$ cat src/rtl/fix_div_sched.sv
// Round-robin scheduler sharing a single fix_div among NUM_REQ requesters.
// Optional: define DIV_ZERO_CHECK_EN to answer divisor==0 ops directly with an error.
module fix_div_sched #(
  parameter int unsigned NUM_REQ     = 4,
  parameter int unsigned TIMEOUT_CYC = 64
) (
  input  logic                  clk,
  input  logic                  rst_n,
  input  logic [NUM_REQ-1:0]    req,
  input  logic [NUM_REQ*32-1:0] req_dividend,
  input  logic [NUM_REQ*32-1:0] req_divisor,
  output logic [NUM_REQ-1:0]    rsp_valid,
  output logic [31:0]           rsp_data,
  output logic                  rsp_err,
  output logic                  busy,
  output logic                  div_start,
  output logic [32:0]           div_dividend,
  output logic [32:0]           div_divisor,
  input  logic                  div_complete,
  input  logic [32:0]           div_quotient
);

  localparam int unsigned DW    = 32;
  localparam int unsigned IDX_W = (NUM_REQ > 1) ? $clog2(NUM_REQ) : 1;
  localparam int unsigned TMR_W = $clog2(TIMEOUT_CYC + 1);
  localparam logic [DW-1:0] ERR_DATA = '1;

  typedef enum logic [1:0] {S_IDLE, S_ISSUE, S_WAIT, S_RESP} state_t;

  state_t             state_q, state_d;
  logic [IDX_W-1:0]   rr_q, rr_d, gnt_q, gnt_d;
  logic [IDX_W-1:0]   pick_idx;
  logic               pick_found;
  logic [DW-1:0]      dvd_q, dvd_d, dvs_q, dvs_d;
  logic [TMR_W-1:0]   tmr_q, tmr_d;
  logic [NUM_REQ-1:0] rsp_valid_d;
  logic [DW-1:0]      rsp_data_d;
  logic               rsp_err_d, busy_d, div_start_d;
  logic [DW-1:0]      dvd_arr [NUM_REQ];
  logic [DW-1:0]      dvs_arr [NUM_REQ];
  logic               unused_q0;

  assign unused_q0 = div_quotient[0];

  for (genvar i = 0; i < NUM_REQ; i++) begin : g_unpack
    assign dvd_arr[i] = req_dividend[32*i +: 32];
    assign dvs_arr[i] = req_divisor[32*i +: 32];
  end

  assign div_dividend = {1'b0, dvd_q};
  assign div_divisor  = {1'b0, dvs_q};

  // First set request strictly after rr_q, wrapping; smallest offset wins.
  always_comb begin
    logic [IDX_W-1:0] cand;
    cand       = '0;
    pick_found = 1'b0;
    pick_idx   = '0;
    for (int unsigned k = NUM_REQ; k >= 1; k--) begin
      cand = IDX_W'((32'(rr_q) + k) % NUM_REQ);
      if (req[cand]) begin
        pick_found = 1'b1;
        pick_idx   = cand;
      end
    end
  end

  // Next-state and registered-output decode; tmr_q counts cycles since div_start.
  always_comb begin
    state_d     = state_q;
    rr_d        = rr_q;
    gnt_d       = gnt_q;
    dvd_d       = dvd_q;
    dvs_d       = dvs_q;
    tmr_d       = tmr_q;
    rsp_valid_d = '0;
    rsp_data_d  = rsp_data;
    rsp_err_d   = rsp_err;
    div_start_d = 1'b0;
    case (state_q)
      S_IDLE: begin
        if (pick_found) begin
          rr_d  = pick_idx;
          gnt_d = pick_idx;
          dvd_d = dvd_arr[pick_idx];
          dvs_d = dvs_arr[pick_idx];
          tmr_d = '0;
`ifdef DIV_ZERO_CHECK_EN
          if (dvs_arr[pick_idx] == '0) begin
            state_d               = S_RESP;
            rsp_valid_d[pick_idx] = 1'b1;
            rsp_data_d            = ERR_DATA;
            rsp_err_d             = 1'b1;
          end else begin
            state_d     = S_ISSUE;
            div_start_d = 1'b1;
          end
`else
          state_d     = S_ISSUE;
          div_start_d = 1'b1;
`endif
        end
      end
      S_ISSUE: begin
        state_d = S_WAIT;
        tmr_d   = tmr_q + TMR_W'(1);
      end
      S_WAIT: begin
        tmr_d = tmr_q + TMR_W'(1);
        // tmr_q==1 is the first WAIT cycle, where done may still be stale
        if (div_complete && (tmr_q != TMR_W'(1))) begin
          state_d            = S_RESP;
          rsp_valid_d[gnt_q] = 1'b1;
          rsp_data_d         = div_quotient[32:1];
          rsp_err_d          = 1'b0;
        end else if (tmr_q == TMR_W'(TIMEOUT_CYC - 1)) begin
          state_d            = S_RESP;
          rsp_valid_d[gnt_q] = 1'b1;
          rsp_data_d         = ERR_DATA;
          rsp_err_d          = 1'b1;
        end
      end
      S_RESP: begin
        state_d = S_IDLE;
      end
      default: begin
        state_d = S_IDLE;
      end
    endcase
    busy_d = (state_d != S_IDLE);
  end

  always_ff @(posedge clk or negedge rst_n) begin
    if (!rst_n) begin
      state_q   <= S_IDLE;
      rr_q      <= IDX_W'(NUM_REQ - 1);
      gnt_q     <= '0;
      dvd_q     <= '0;
      dvs_q     <= '0;
      tmr_q     <= '0;
      rsp_valid <= '0;
      rsp_data  <= '0;
      rsp_err   <= 1'b0;
      busy      <= 1'b0;
      div_start <= 1'b0;
    end else begin
      state_q   <= state_d;
      rr_q      <= rr_d;
      gnt_q     <= gnt_d;
      dvd_q     <= dvd_d;
      dvs_q     <= dvs_d;
      tmr_q     <= tmr_d;
      rsp_valid <= rsp_valid_d;
      rsp_data  <= rsp_data_d;
      rsp_err   <= rsp_err_d;
      busy      <= busy_d;
      div_start <= div_start_d;
    end
  end

endmodule

$ cat config.mk
export PLATFORM = sky130hd
export DESIGN_NAME = fix_div_sched
export DESIGN_NICKNAME = d
export VERILOG_FILES = /design/src/rtl/fix_div_sched.sv
export SDC_FILE = /design/constraint.sdc
export NUM_CORES = 1
export LEC_CHECK = 0
export BUFFER_PORTS_ARGS = -buffer_cell sky130_fd_sc_hd__buf_4
export CELL_PAD_IN_SITES_DETAIL_PLACEMENT = 0
export CELL_PAD_IN_SITES_GLOBAL_PLACEMENT = 1
export CORE_AREA = 2 2 158 160
export DETAILED_ROUTE_END_ITERATION = 10
export DIE_AREA = 0 0 160 162
export PLACE_DENSITY = 0.79
export RECOVER_POWER = 25
export SYNTH_ARGS = -nofsm -noshare
export SYNTH_HDL_FRONTEND = slang
export SYNTH_SLANG_ARGS = --single-unit
$ cat constraint.sdc
create_clock -name clk -period 2.2 [get_ports clk]
set_input_delay 0.33 -clock clk [delete_from_list [all_inputs] [get_ports clk]]
set_output_delay 0.33 -clock clk [all_outputs]
set_load 0.05 [all_outputs]
==> impl_summary.log <==
INFO  metric yosys.area_share.simple = 7.54%
INFO  metric flop_and_latch_count_out_of_synthesis = 116
INFO  metric final.fill_count = approximately 2400
INFO  metric syn_to_final_growth = 69.1%
INFO  metric finalSetupTns = 0 ns
INFO  metric groute.usage.overall = 16.8%
INFO  metric antenna_left = 0
INFO  metric drt-vias-per-instance = 4.61
INFO  metric timing.reg2reg.setup_slack = 0.12 ns
INFO  metric post_cts_resized = 0
INFO  metric placement.cell_area = 9510 µm²
INFO  metric starting_utilization_of_the_core_area = 24.7%
INFO  metric ir_worst_vdd = 0.600 mV
INFO  metric synth.top_cells.by_area = dfrtp_1 (48%), mux2i_1 (22%), o221ai_1 (9.6%), nand2_1 (5.0%), o22a_1 (4.7%)
INFO  metric mappedNetlistArea = around 6000 µm²
INFO  metric maximum_capacitance_violations = 1
INFO  metric insertedDiodeCount = 0
INFO  metric final.setup_skew = 0.00811 ns
INFO  metric synth_cell_type_count = 37
INFO  metric synth_xor_area_share = 0.588%
INFO  metric first_global_vias = 6068
INFO  metric cts.hold.buffers_added = 0
INFO  metric clockBufferDepth = 2
INFO  metric syn_inst = 523
INFO  metric critical-path-max-stage-delay = between 0.4 and 0.5 ns
INFO  metric cts_made_buffers = 17
INFO  metric timing.final.hold_violations = 0
INFO  metric timing.hold.worst_endpoint = rsp_data[25]
INFO  metric routed-via-count = approximately 5800
INFO  metric detail_route.drc_violations = 0
INFO  metric violations = max-capacitance violations, max-slew violations
INFO  metric cts.clk_slew.worst_paths = 0.07 ns
INFO  metric share_of_synthesized_area_occupied_by_flip_flops_and_latches = 48.8%
INFO  metric slew_violations = 117
INFO  metric crit_family = compound AO/OA/AOI/OAI gates
INFO  metric whs_path_depth = 2
INFO  metric fin_crit = about 2.1 ns
INFO  metric r2r_start = tmr_q[1]
INFO  metric placed_cells_incl_taps = 1233
INFO  metric initialDrtViolationCount = approximately 230
INFO  metric synthesized_area_divided_by_synthesized_cell_count = between 10 and 15 µm²
INFO  metric timing_worst_setup_path_type = reg2reg
INFO  metric post-cts-setup-buffer-count = 0
INFO  metric finalCritPeriodShare = 94.6%
INFO  metric synthMuxAreaShare = 21.7%
INFO  metric worst_pin_slew = 1.66 ns
INFO  metric die_h = 162 µm
INFO  metric die-width = 160 µm
INFO  metric die_footprint = 25900 µm²
INFO  metric htreeDepth = 4
INFO  metric final_hpwl_from_detailed_placement = 16.6 mm
INFO  metric hp-start = div_quotient[26]
INFO  metric clock_tree.root_cell = clkbuf_16
INFO  metric post-route-cell-area = 10100 µm²
INFO  metric core_area = around 24000 µm²
INFO  metric timing.max_slew.rel_slack = -10.6%
INFO  metric worstSetupEndpointType = flip-flop
INFO  metric yosysTopAreaCellShare = 47.9%
INFO  metric crit_path_cell_trace = inv_1 -> ha_1 -> or4b_1 -> o31a_1 -> o21a_1 -> buf_4 -> o22a_1
INFO  metric final_weighted_congestion_in_routability_driven_placement = roughly 0.74
INFO  metric critical_path.max_fanout = 13
INFO  metric placementRows = 57
INFO  metric setup_viol = 0
INFO  metric worst_r2r_path_depth = 7
INFO  metric post-route-util = 41.8%
INFO  metric io-pin-count = 401
INFO  metric synth_top_area_cell = dfrtp_1
INFO  metric run_status = complete, but fails checks
INFO  metric slowest_stage = or4b_1
INFO  metric overflow_after_grt = 0
INFO  metric synth-compound-area-share = between 10% and 20%
INFO  metric power.static_leakage = 5.09 nW
INFO  metric synth_top_family_by_area = multiplexers
INFO  metric layout-drive-gt1-share = between 40% and 50%
INFO  metric cp_data_arrival_time = 2.38 ns
INFO  metric rsz0062_at_grt = false
INFO  metric wl_per_cell = around 17 µm
INFO  metric yosysWarningCount = 0
INFO  metric max_freq = approximately 480 MHz
INFO  metric wire_length_of_the_first_global_routing_pass = 33.8 mm
INFO  metric finalHoldWorstSlack = 0.119 ns
INFO  metric cp_data_required_time = 2.50 ns
INFO  metric routed_wirelength = 22.0 mm
INFO  metric worst_hold_path_type = in2reg
INFO  metric timing.rr.end = rsp_data[9]
INFO  metric post_layout_net_count = 1228
INFO  metric power_density = 1550 nW/µm²
INFO  metric synth_fa_ha_area_share = 0.840%
INFO  metric cts.sink_count = between 100 and 150
INFO  metric cp_num_cells = 7
INFO  metric crit_path_start_kind = flip-flop
INFO  metric grt_start_max_net_pins = 117
INFO  metric clock_tree_from_tritoncts = built
INFO  metric placement.io_buffers = 397
INFO  metric drt-pass1-iter-count = 4
INFO  metric final_cell_count_no_fill = 1265
INFO  metric crit_buf_inv = 2
INFO  metric worst_skew_pair_later_pin_latency = 0.42 ns
INFO  metric antenna_found_initial = 0
[through the flow]
step	setup WS, ns	power [mW]
2_1_floorplan	0.219	9.84
3_3_place_gp	0.138	12.9
3_5_place_dp	0.112	13.0
4_1_cts	0.105	15.9
5_1_grt	0.0231	16.6
6_report	0.118	15.7
[worst reg2reg max path, delay by kind of cell, from the launching register on]
| kind | cells | cell delay (ns) |
|---|---|---|
| AOI/OAI and AO/OA | 3 | 0.72 |
| and+or+nand+nor | 1 | 0.44 |
| DFF | 1 | 0.39 |
| buffers and inverters | 2 | 0.29 |
| adders and majority gates | 1 | 0.14 |
[per-layer routing]
layer  up-vias  wire length [µm]  GRT usage (%)
li1       2792                 -              -
met1      2783              8730           19.7
met2       238             11400           29.5
met3        24              1520           5.01
met4         0               398           5.24
met5         -                 0              0
[worst max-delay path by stage]
stage / startpoint / endpoint / slack, ns
after floorplan: tmr_q[1] / rsp_data[14] / 0.22
after global routing: rr_q[1] / dvd_q[22] / 0.02
after detailed placement: tmr_q[1] / rsp_data[3] / 0.11
after CTS: tmr_q[1] / rsp_data[9] / 0.10
final: tmr_q[1] / rsp_data[9] / 0.12
after global placement: tmr_q[1] / rsp_data[9] / 0.14
[registers in the layout, summed over array words and instances, names as in the netlist]
name and flops:
rsp_data 32, state_q 2, rsp_valid 4, tmr_q 7, busy 1, dvs_q 32, rsp_err 1, dvd_q 32
gnt_q 2, rr_q 2, div_start 1
[cell type report]
class	instances	area [µm²]	area share, %
Inverter	5	18.8	0.186
Tap cell	324	405	4.02
Clock inverter	15	159	1.58
Timing Repair Buffer	428	3360	33.4
Clock buffer	17	425	4.22
Sequential cell	116	2910	28.8
Multi-Input combinational cell	360	2800	27.8
[cell usage after synthesis]
cell type	n
buf_4	14
o22a_1	32
clkbuf_1	8
dfstp_2	2
nand4_1	1
buf_6	3
dfrtp_1	114
inv_1	4
o221ai_1	65
xor2_1	2
o21ai_0	4
buf_2	18
mux2i_1	129
conb_1	1
nor2_1	12
nand3_1	2
and3_1	1
xnor2_1	2
nor2b_1	1
or3_1	1
inv_2	1
nor3_1	3
o21a_1	2
or2_2	1
a21o_1	1
nand3b_1	1
nor4_1	1
a21oi_1	5
or4_1	1
ha_1	4
a31o_2	1
nor3b_1	1
or4b_1	1
nand2_1	79
o31a_1	1
o22ai_1	2
nand2b_1	2
[layout by cell type (no fill, tap or decap), types with 4 or more instances in the layout]
| cell | instances |
|---|---|
| a21oi_1 | 5 |
| buf_12 | 12 |
| buf_4 | 414 |
| clkbuf_16 | 17 |
| dfrtp_1 | 114 |
| ha_1 | 4 |
| inv_1 | 4 |
| inv_6 | 8 |
| mux2i_1 | 129 |
| nand2_1 | 77 |
| nor2_1 | 12 |
| o21ai_0 | 4 |
| o221ai_1 | 64 |
| o22a_1 | 32 |
[where the power goes]
| group | internal [mW] | switching (mW) | total (mW) |
|---|---|---|---|
| Clock | 1.60 | 1.19 | 2.80 |
| Sequential | 3.17 | 0.579 | 3.75 |
| Combinational | 3.38 | 5.73 | 9.11 |
| Total | 8.15 | 7.50 | 15.7 |
[kinds of logic after synthesis]
| family | Yosys count |
|---|---|
| flip-flops | 116 |
| AO/OA/AOI/OAI | 113 |
| multiplexers | 129 |
| XOR/XNOR | 4 |
| adder cells (fa/ha/maj) | 4 |
| other | 1 |
| buffers and inverters | 48 |
| AND/OR/NAND/NOR | 108 |
Power figures use the tool's default switching activity.
